<file path="config.mk">
export PLATFORM = sky130hd
export DESIGN_NAME = seg_scan_driver_n
export DESIGN_NICKNAME = d
export VERILOG_FILES = /design/src/rtl/seg_pkg.sv /design/src/rtl/seg_scan_driver_n_seg7_hex_lut.sv /design/src/rtl/seg_scan_driver_n.sv
export SDC_FILE = /design/constraint.sdc
export NUM_CORES = 1
export LEC_CHECK = 0
export ABC_CLOCK_PERIOD_IN_PS = 2800
export CAP_MARGIN = 20
export CORE_MARGIN = 2
export CORE_UTILIZATION = 40
export CTS_CLUSTER_SIZE = 40
export DETAILED_ROUTE_END_ITERATION = 8
export PLACE_DENSITY_LB_ADDON = 0.2
export SLEW_MARGIN = 20
export SYNTH_ARGS = -nofsm -noshare
export SYNTH_HDL_FRONTEND = slang
export SYNTH_SLANG_ARGS = --single-unit
</file>
<file path="constraint.sdc">
create_clock -name clk -period 2.8 [get_ports clk]
set_input_delay 0.7 -clock clk [delete_from_list [all_inputs] [get_ports clk]]
set_output_delay 0.7 -clock clk [all_outputs]
set_load 0.05 [all_outputs]
</file>
<file path="src/rtl/seg_pkg.sv">
// Shared constants for the multiplexed 7-segment display path:
// active-high glyph table, segment bit positions and a width helper.
package seg_pkg;

  localparam int SEG_A  = 0;
  localparam int SEG_B  = 1;
  localparam int SEG_C  = 2;
  localparam int SEG_D  = 3;
  localparam int SEG_E  = 4;
  localparam int SEG_F  = 5;
  localparam int SEG_G  = 6;
  localparam int SEG_DP = 7;

  // {g,f,e,d,c,b,a}, 1 = lit; codes 10..15 render as A,b,C,d,E,F
  localparam logic [6:0] SEG_PAT [16] = '{
    7'h3F, 7'h06, 7'h5B, 7'h4F, 7'h66, 7'h6D, 7'h7D, 7'h07,
    7'h7F, 7'h6F, 7'h77, 7'h7C, 7'h39, 7'h5E, 7'h79, 7'h71
  };

  function automatic int clog2(input int n);
    int r;
    r = 0;
    for (int i = 0; i < 32; i++) begin
      if ((1 << r) < n) r++;
    end
    return r;
  endfunction

endpackage

</file>
<file path="src/rtl/seg_scan_driver_n_seg7_hex_lut.sv">
// Combinational hex digit to active-high 7-segment pattern.
module seg7_hex_lut
  import seg_pkg::*;
(
  input  logic [3:0] code,
  output logic [6:0] pattern
);

  assign pattern = SEG_PAT[code];

endmodule

</file>
<file path="src/rtl/seg_scan_driver_n.sv">
// Multiplexed NUM_DIG-digit 7-segment scanner with per-frame input snapshot,
// leading-zero blanking, PWM brightness, guard interval and output polarity.
module seg_scan_driver_n
  import seg_pkg::*;
#(
  parameter int NUM_DIG     = 6,
  parameter int SCAN_LOG2   = 16,
  parameter int BR_W        = 3,
  parameter int GUARD       = 64,
  parameter bit SEG_ACT_LOW = 1'b1,
  parameter bit SEL_ACT_LOW = 1'b1
) (
  input  logic                   clk,
  input  logic                   rst_n,
  input  logic [4*NUM_DIG-1:0]   i_digits,
  input  logic [NUM_DIG-1:0]     i_dp,
  input  logic                   i_blank_lz,
  input  logic [BR_W-1:0]        i_bright,
  input  logic                   i_en,
  output logic [NUM_DIG-1:0]     o_seg_sel,
  output logic [7:0]             o_seg,
  output logic                   o_frame_tick
);

  localparam int                   IDX_W   = clog2(NUM_DIG);
  localparam logic [SCAN_LOG2-1:0] CNT_MAX = '1;
  localparam logic [SCAN_LOG2-1:0] GUARD_C = SCAN_LOG2'(GUARD);
  localparam logic [IDX_W-1:0]     IDX_MAX = IDX_W'(NUM_DIG - 1);
  localparam logic [NUM_DIG-1:0]   SEL_INV = {NUM_DIG{SEL_ACT_LOW}};
  localparam logic [7:0]           SEG_INV = {8{SEG_ACT_LOW}};

  logic [SCAN_LOG2-1:0] cnt;
  logic [IDX_W-1:0]     idx;
  logic                 slot_end;
  logic                 frame_end;

  logic [4*NUM_DIG-1:0] snap_digits;
  logic [NUM_DIG-1:0]   snap_dp;
  logic                 snap_blank;

  logic [3:0]           cur_code;
  logic [6:0]           cur_pat;
  logic                 cur_dp;
  logic                 zero_run;
  logic [NUM_DIG-1:0]   blank_mask;
  logic                 on;
  logic [NUM_DIG-1:0]   sel_hi;
  logic [7:0]           seg_hi;

  assign slot_end  = (cnt == CNT_MAX);
  assign frame_end = slot_end && (idx == IDX_MAX);

  // NOTE: sequential state uses non-blocking assignments so every register
  // samples the pre-edge values of the others, independent of block order.
  always_ff @(posedge clk or negedge rst_n) begin
    if (!rst_n) begin
      cnt <= '0;
      idx <= '0;
    end else begin
      cnt <= cnt + 1'b1;
      if (slot_end) idx <= (idx == IDX_MAX) ? '0 : idx + 1'b1;
    end
  end

  // Latch the inputs once per frame so every digit shows the same value.
  // NOTE: these are plain registers, not a RAM, so they take the reset too.
  always_ff @(posedge clk or negedge rst_n) begin
    if (!rst_n) begin
      snap_digits <= '0;
      snap_dp     <= '0;
      snap_blank  <= 1'b0;
    end else if (frame_end) begin
      snap_digits <= i_digits;
      snap_dp     <= i_dp;
      snap_blank  <= i_blank_lz;
    end
  end

  assign cur_code = snap_digits[{idx, 2'b00} +: 4];
  assign cur_dp   = snap_dp[idx];

  seg7_hex_lut u_lut (
    .code    (cur_code),
    .pattern (cur_pat)
  );

  // NOTE: every always_comb output gets a default first, so no path can
  // leave it unassigned and infer a latch.
  always_comb begin
    zero_run   = snap_blank;
    blank_mask = '0;
    for (int k = NUM_DIG - 1; k > 0; k--) begin
      zero_run      = zero_run && (snap_digits[4*k +: 4] == 4'd0) && !snap_dp[k];
      blank_mask[k] = zero_run;
    end
  end

  assign on = i_en && (cnt >= GUARD_C) && (cnt[SCAN_LOG2-1 -: BR_W] <= i_bright);

  always_comb begin
    sel_hi = '0;
    seg_hi = '0;
    if (on) begin
      sel_hi[idx]    = 1'b1;
      seg_hi[SEG_DP] = cur_dp;
      if (!blank_mask[idx]) seg_hi[SEG_G:SEG_A] = cur_pat;
    end
  end

  // Polarity is folded in only here; reset drives the inactive level.
  always_ff @(posedge clk or negedge rst_n) begin
    if (!rst_n) begin
      o_seg_sel    <= SEL_INV;
      o_seg        <= SEG_INV;
      o_frame_tick <= 1'b0;
    end else begin
      o_seg_sel    <= sel_hi ^ SEL_INV;
      o_seg        <= seg_hi ^ SEG_INV;
      o_frame_tick <= frame_end;
    end
  end

endmodule

</file>
## Word-level counts from Yosys, hierarchy flattened

Memory sizes are Yosys's and may differ from the RTL's.
Index checks and enable logic that the tools add are counted.

- Memory bits (read-only): 112
- Register bits after elaboration: 65
- Bits of input ports: 37
- Bits in latches: 0
- Memories: 1
- Word-level logic and storage cells: 58
- RAM bits: 0
- Output and inout bits: 15

- $add $sub $neg: 2
- Shift-type cells: 1
- Muxes and demuxes: 12
- Eq/ne operators: 2
- $mul: 0
- Reduce and logical (&&, ||, !) cells: 24
- $lt $le $gt $ge: 5
- Div/mod/pow operators: 0
- Bitwise logic cells: 3

Memories:

| name | depth | bits a word | read ports | clocked after memory_dff | write ports | line | RTL |
|---|---|---|---|---|---|---|---|
| (no name shown) | 16 | 7 | 1 | 0 | 0 | seg_scan_driver_n_seg7_hex_lut.sv:9 | `assign pattern = SEG_PAT[code];` |

Operators with widths:

| cell | count |
|---|---|
| $shiftx A24 B6 Y4 | 1 |
| $mux W7 | 3 |
| $logic_not A4 Y1 | 5 |
| $add A16 B1 Y16 const B | 1 |
| $eq A16 B16 Y1 const B | 1 |
| $ge A16 B7 Y1 const B | 1 |
| $logic_and A1 B1 Y1 | 14 |
| $mux W8 | 1 |
| $not A8 Y8 | 1 |
| $bmux W1 S3 | 2 |
| $mux W6 | 1 |
| $not A6 Y6 | 1 |
| $ge A5 B5 Y1 const B | 1 |
| $logic_not A1 Y1 | 5 |
| $not A4 Y5 | 1 |
| $lt A3 B4 Y1 const B | 1 |
| $add A3 B1 Y3 const B | 1 |
| $demux W1 S3 | 1 |
| $eq A3 B3 Y1 const B | 1 |
| $ge A3 B1 Y1 const B | 1 |
| $le A3 B3 Y1 | 1 |
| $mux W1 | 3 |
| $mux W3 | 1 |

## Logic depth before layout (Yosys ltp)

Gate-level depths: netlist of the first run.

- Word-level depth: 16
- Mapped depth: 11
- Mapped depth without buffers: 9

## Modules after synthesis

A second synthesis of the first run with hierarchy kept.

- Cells, all modules: 252
- Area total of the unflattened synthesis: 3,349.5 um^2

By module, submodules not included:

| module | area each (um^2) | sequential area each (um^2) | instances | cells an instance |
|---|---|---|---|---|
| seg_scan_driver_n | 3,061.7 | 1,644.1 | 1 | 219 |
| seg7_hex_lut | 287.8 | 0.0 | 1 | 33 |

## Worst setup path before layout of the first run

OpenSTA, ideal clock, no wires.

- Path kind: input port to flip-flop
- Start: input i_bright[1]
- End: register o_seg[4]
- Setup slack: 518 ps
- Data required time: 2,716 ps
- Library setup time: 84 ps
- Path buffers: 1
- Stages: 9
- Arrival: 2,198 ps
- Cells stage by stage: inv_1 > ha_1 > nor2b_1 > o21a_1 > o21ai_1 > and3_1 > clkbuf_1 > nand3_2 > a311o_2

- Cells in the longest elaborated chain, start to end: 4

Ends and longest elaborated chain:

| what | line | RTL |
|---|---|---|
| start: declaration | seg_scan_driver_n.sv:18 | `input logic [BR_W-1:0] i_bright,` |
| $le A3 B3 Y1 | seg_scan_driver_n.sv:98 | `assign on = i_en && (cnt >= GUARD_C) && (cnt[SCAN_LOG2-1 -: BR_W] <= i_bright);` |
| $logic_and A1 B1 Y1 | seg_scan_driver_n.sv:98 |  |
| $mux W8 | seg_scan_driver_n.sv:103 | `if (on) begin` |
| $not A8 Y8 (no source line) | -- |  |
| end signal: assignment | seg_scan_driver_n.sv:118 | `o_seg <= seg_hi ^ SEG_INV;` |
| end: declaration | seg_scan_driver_n.sv:21 | `output logic [7:0] o_seg,` |

No other way between the ends.
A chain may end at the register's enable or synchronous reset.

## Final worst setup path of the first run

- Start: input i_bright[1]
- End: register o_seg[2]

The elaborated chain is that of the path after synthesis.

==> results_dict.tcl, run 1 <==
set metrics [dict create \
    antenna_found_initial 0 \
    core_area_sq_mm 0.00769 \
    synth.distinct_cells 49 \
    hold_viol 0 \
    drc 0 \
    root_buffer "clkbuf_8" \
    yosys_warnings 0 \
    area_delta_synth_final_pct 26.4 \
    syn_inst 258 \
    synth_flop_cell "dfrtp_1" \
    fin_worst_skew_ns 0.00754 \
    drv_cap 0 \
    cts_tree "done" \
    fp.dieH_um 92.6 \
    setup_viol 0 \
    syn_area_sq_mm 0.00314 \
    power.leakage_nw 1.67 \
    grt_max_degree 32 \
    ant_nets 0 \
    p_per_area_mw_per_mm2 508 \
    grt_setup_unrepaired "false" \
    clock_path_buffers 2 \
    drive_gt1_share_pct 23.8 \
    crit_path_start_kind "primary input" \
    cp_max_fo 7 \
    clk_latency_ns 0.35 \
    worst_pin_slew_ns 0.598 \
    clock_sinks 65 \
    cts_hold_buf 0 \
    async_flop_share_pct 100 \
    irDropWorstVdd_mv 0.245 \
    cp.required_ns 3.08 \
    cp.arrival_ns 2.66 \
    ys_ff_latch 65 \
    grt_usage_pct 15.7 \
    n_antenna_cell 0 \
    path_class "primary input to flop" \
    clk_pin_slew_worst_paths_ns 0.07 \
    cts_resized 0 \
    setup.worst_path.end_class "flop" \
    fin_setup_tns_ns 0 \
    pre_cts_slack_ns 0.0585 \
    htreeDepth 3 \
    ys_seq_area_share_pct 52.3 \
    grt_pass1_wl_mm 10.4 \
    hpwlAfterDp_mm 4.32 \
    synth_edf_count 0 \
    fin_crit_ns 2.38 \
    initialDrtViolationCount 88 \
    dp.cells 406 \
    fin_ws_ns 0.419 \
    hold_class "primary input to asynchronous set/reset pin" \
    start_util_pct 40.9 \
    instances_no_fill 422 \
    grt_pass1_vias 2122 \
    routedWlPerCell_um 14.0 \
    routed_wl_mm 5.93 \
    drv_slew 0 \
    port_buffers 51 \
    gp_congestion 0.816 \
    firstDrtPassIters 4 \
    viasPerCell 4.97 \
    ioPinCount 52 \
    cts_buffers 9 \
    synth_nets 305 \
    max_freq_mhz 420 \
    row_count 32 \
    dieArea_sq_mm 0.00858 \
    die_w_um 92.6 \
    nets 362 \
    reg2reg_setup_slack_ns 0.52 \
    fin_crit_sh_pct 85.0 \
    via_count 2099 \
    cts_setup_buffers 0 \
    avgSynthCellArea_sq_um 12.2 \
    grt_remaining_overflow 0 \
    status "completed" \
    maxSlewHeadroom_pct 60.1 \
]
[kinds of logic (layout without fill, tap and decap cells)]
kind of cell / count (synthesis) / count (layout) / synth area share [%]
xor gates and xnor gates: 16 / 16 / 4.46
and+or+nand+nor: 74 / 74 / 13.2
muxes: 48 / 48 / 17.0
buffers and inverters: 21 / 83 / 3.58
AOI/OAI and AO/OA: 24 / 24 / 5.49
adders and majority gates: 10 / 10 / 3.98
DFF: 65 / 65 / 52.3
[per-layer routing]
metal | GRT usage, % | share of wire, % | vias to the layer above
li1 | - | - | 1037
met1 | 22.3 | 50 | 999
met2 | 22.3 | 43 | 51
met3 | 3.58 | 4.7 | 12
met4 | 8.09 | 2.3 | 0
met5 | 0 | 0 | -
[worst paths after layout]
kind | start | cells after the start | endpoint
worst max-delay path | i_bright[1] | 9 | o_seg[2]$_DFF_PN1_
worst max register to register | idx[0]$_DFFE_PN0N_ | 8 | o_seg[3]$_DFF_PN1_
min in group clk | cnt[4]$_DFF_PN0_ | 1 | cnt[4]$_DFF_PN0_
max in group asynchronous | rst_n | 2 | o_seg_sel[0]$_DFF_PN1_
worst min register to register | cnt[4]$_DFF_PN0_ | 1 | cnt[4]$_DFF_PN0_
worst min-delay path | rst_n | 1 | snap_digits[1]$_DFFE_PN0P_
[cell type report]
cell class              instances  area [sq um]
multi-input cells             172          1390
repair buffers                 58           558
flip-flops and latches         65          1640
clock inverters                 2          60.1
fillers                       693          3710
inverters                       9          33.8
clock buffers                  14           163
well taps                     102           128
[power by group]
group / switching [mW] / internal, mW / total [mW]
sequential: 0.0175 / 0.963 / 0.981
combinational: 0.0579 / 0.0831 / 0.141
clock: 0.343 / 0.551 / 0.895
[critical path: stages]
cell and delay [ns]:
clkdlybuf4s50_1 0.46, inv_1 0.04, ha_1 0.29, nor2b_1 0.13, o21a_1 0.16, o21ai_1 0.10, and3_1 0.24, nand3_2 0.15
a311o_2 0.39
[cell usage after synthesis (3+ instances only)]
library cell	number	area share, %
dfrtp_1	51	41
mux2_2	33	12
dfstp_2	14	12
mux2i_1	14	4.5
nor2_1	14	1.7
nand2_1	12	1.4
xnor2_1	11	3.1
ha_1	10	4.0
inv_1	9	1.1
nand3_1	9	1.4
and3_1	6	1.2
buf_2	6	0.96
o21ai_0	5	0.80
xor2_1	5	1.4
nor4_1	4	0.80
o22ai_1	4	0.80
and4_1	3	0.84
buf_6	3	1.1
nand2b_1	3	0.60
nor2b_1	3	0.60
or2_1	3	0.60
[cell usage in the layout (no fill, tap or decap), types with 2 or more instances in the layout]
cell type	n
a211oi_1	2
nand3_1	9
nand2_1	12
nor2b_1	3
xor2_1	5
a311o_2	2
nor4_1	4
or2_1	3
nor2_1	14
or3_1	2
and3_1	6
xnor2_1	11
nor3_1	2
nand2b_1	3
inv_1	9
or4_1	2
and4_1	3
dfrtp_1	51
dfstp_2	14
clkdlybuf4s50_1	50
ha_1	10
mux2_2	33
clkbuf_1	3
nand4_1	2
o21ai_0	5
o22ai_1	4
bufinv_16	2
clkbuf_8	11
buf_4	7
mux2i_1	14
and2_1	2
[per-stage QoR]
stage | utilization, % | power, mW | hold slack, ns | instance area (sq um)
after floorplan | - | 1.05 | 0.404 | 3140
after global placement | 48.8 | 1.14 | 0.455 | 3750
after detailed placement | 48.8 | 1.14 | 0.465 | 3750
after CTS | 51.7 | 2.03 | 0.329 | 3970
after global routing | 51.7 | 2.10 | 0.354 | 3970
final | 51.7 | 2.02 | 0.308 | 3970
[state kept, by name, summed over array words and instances (netlist names)]
name          flops
o_frame_tick      1
o_seg_sel         6
snap_digits      24
o_seg             8
snap_blank        1
cnt              16
snap_dp           6
idx               3
Note: power is estimated with default switching activity, not from simulation.
==> run 2: changes to the inputs <==
--- a/config.mk
+++ b/config.mk
@@ -9,6 +9,7 @@
 export CAP_MARGIN = 20
 export CORE_MARGIN = 2
 export CORE_UTILIZATION = 40
+export CTS_CLUSTER_DIAMETER = 100
 export CTS_CLUSTER_SIZE = 40
 export DETAILED_ROUTE_END_ITERATION = 8
 export PLACE_DENSITY_LB_ADDON = 0.2
==> results of run 2 <==
Final layout, timing and power as in run 1 (identical DEF).
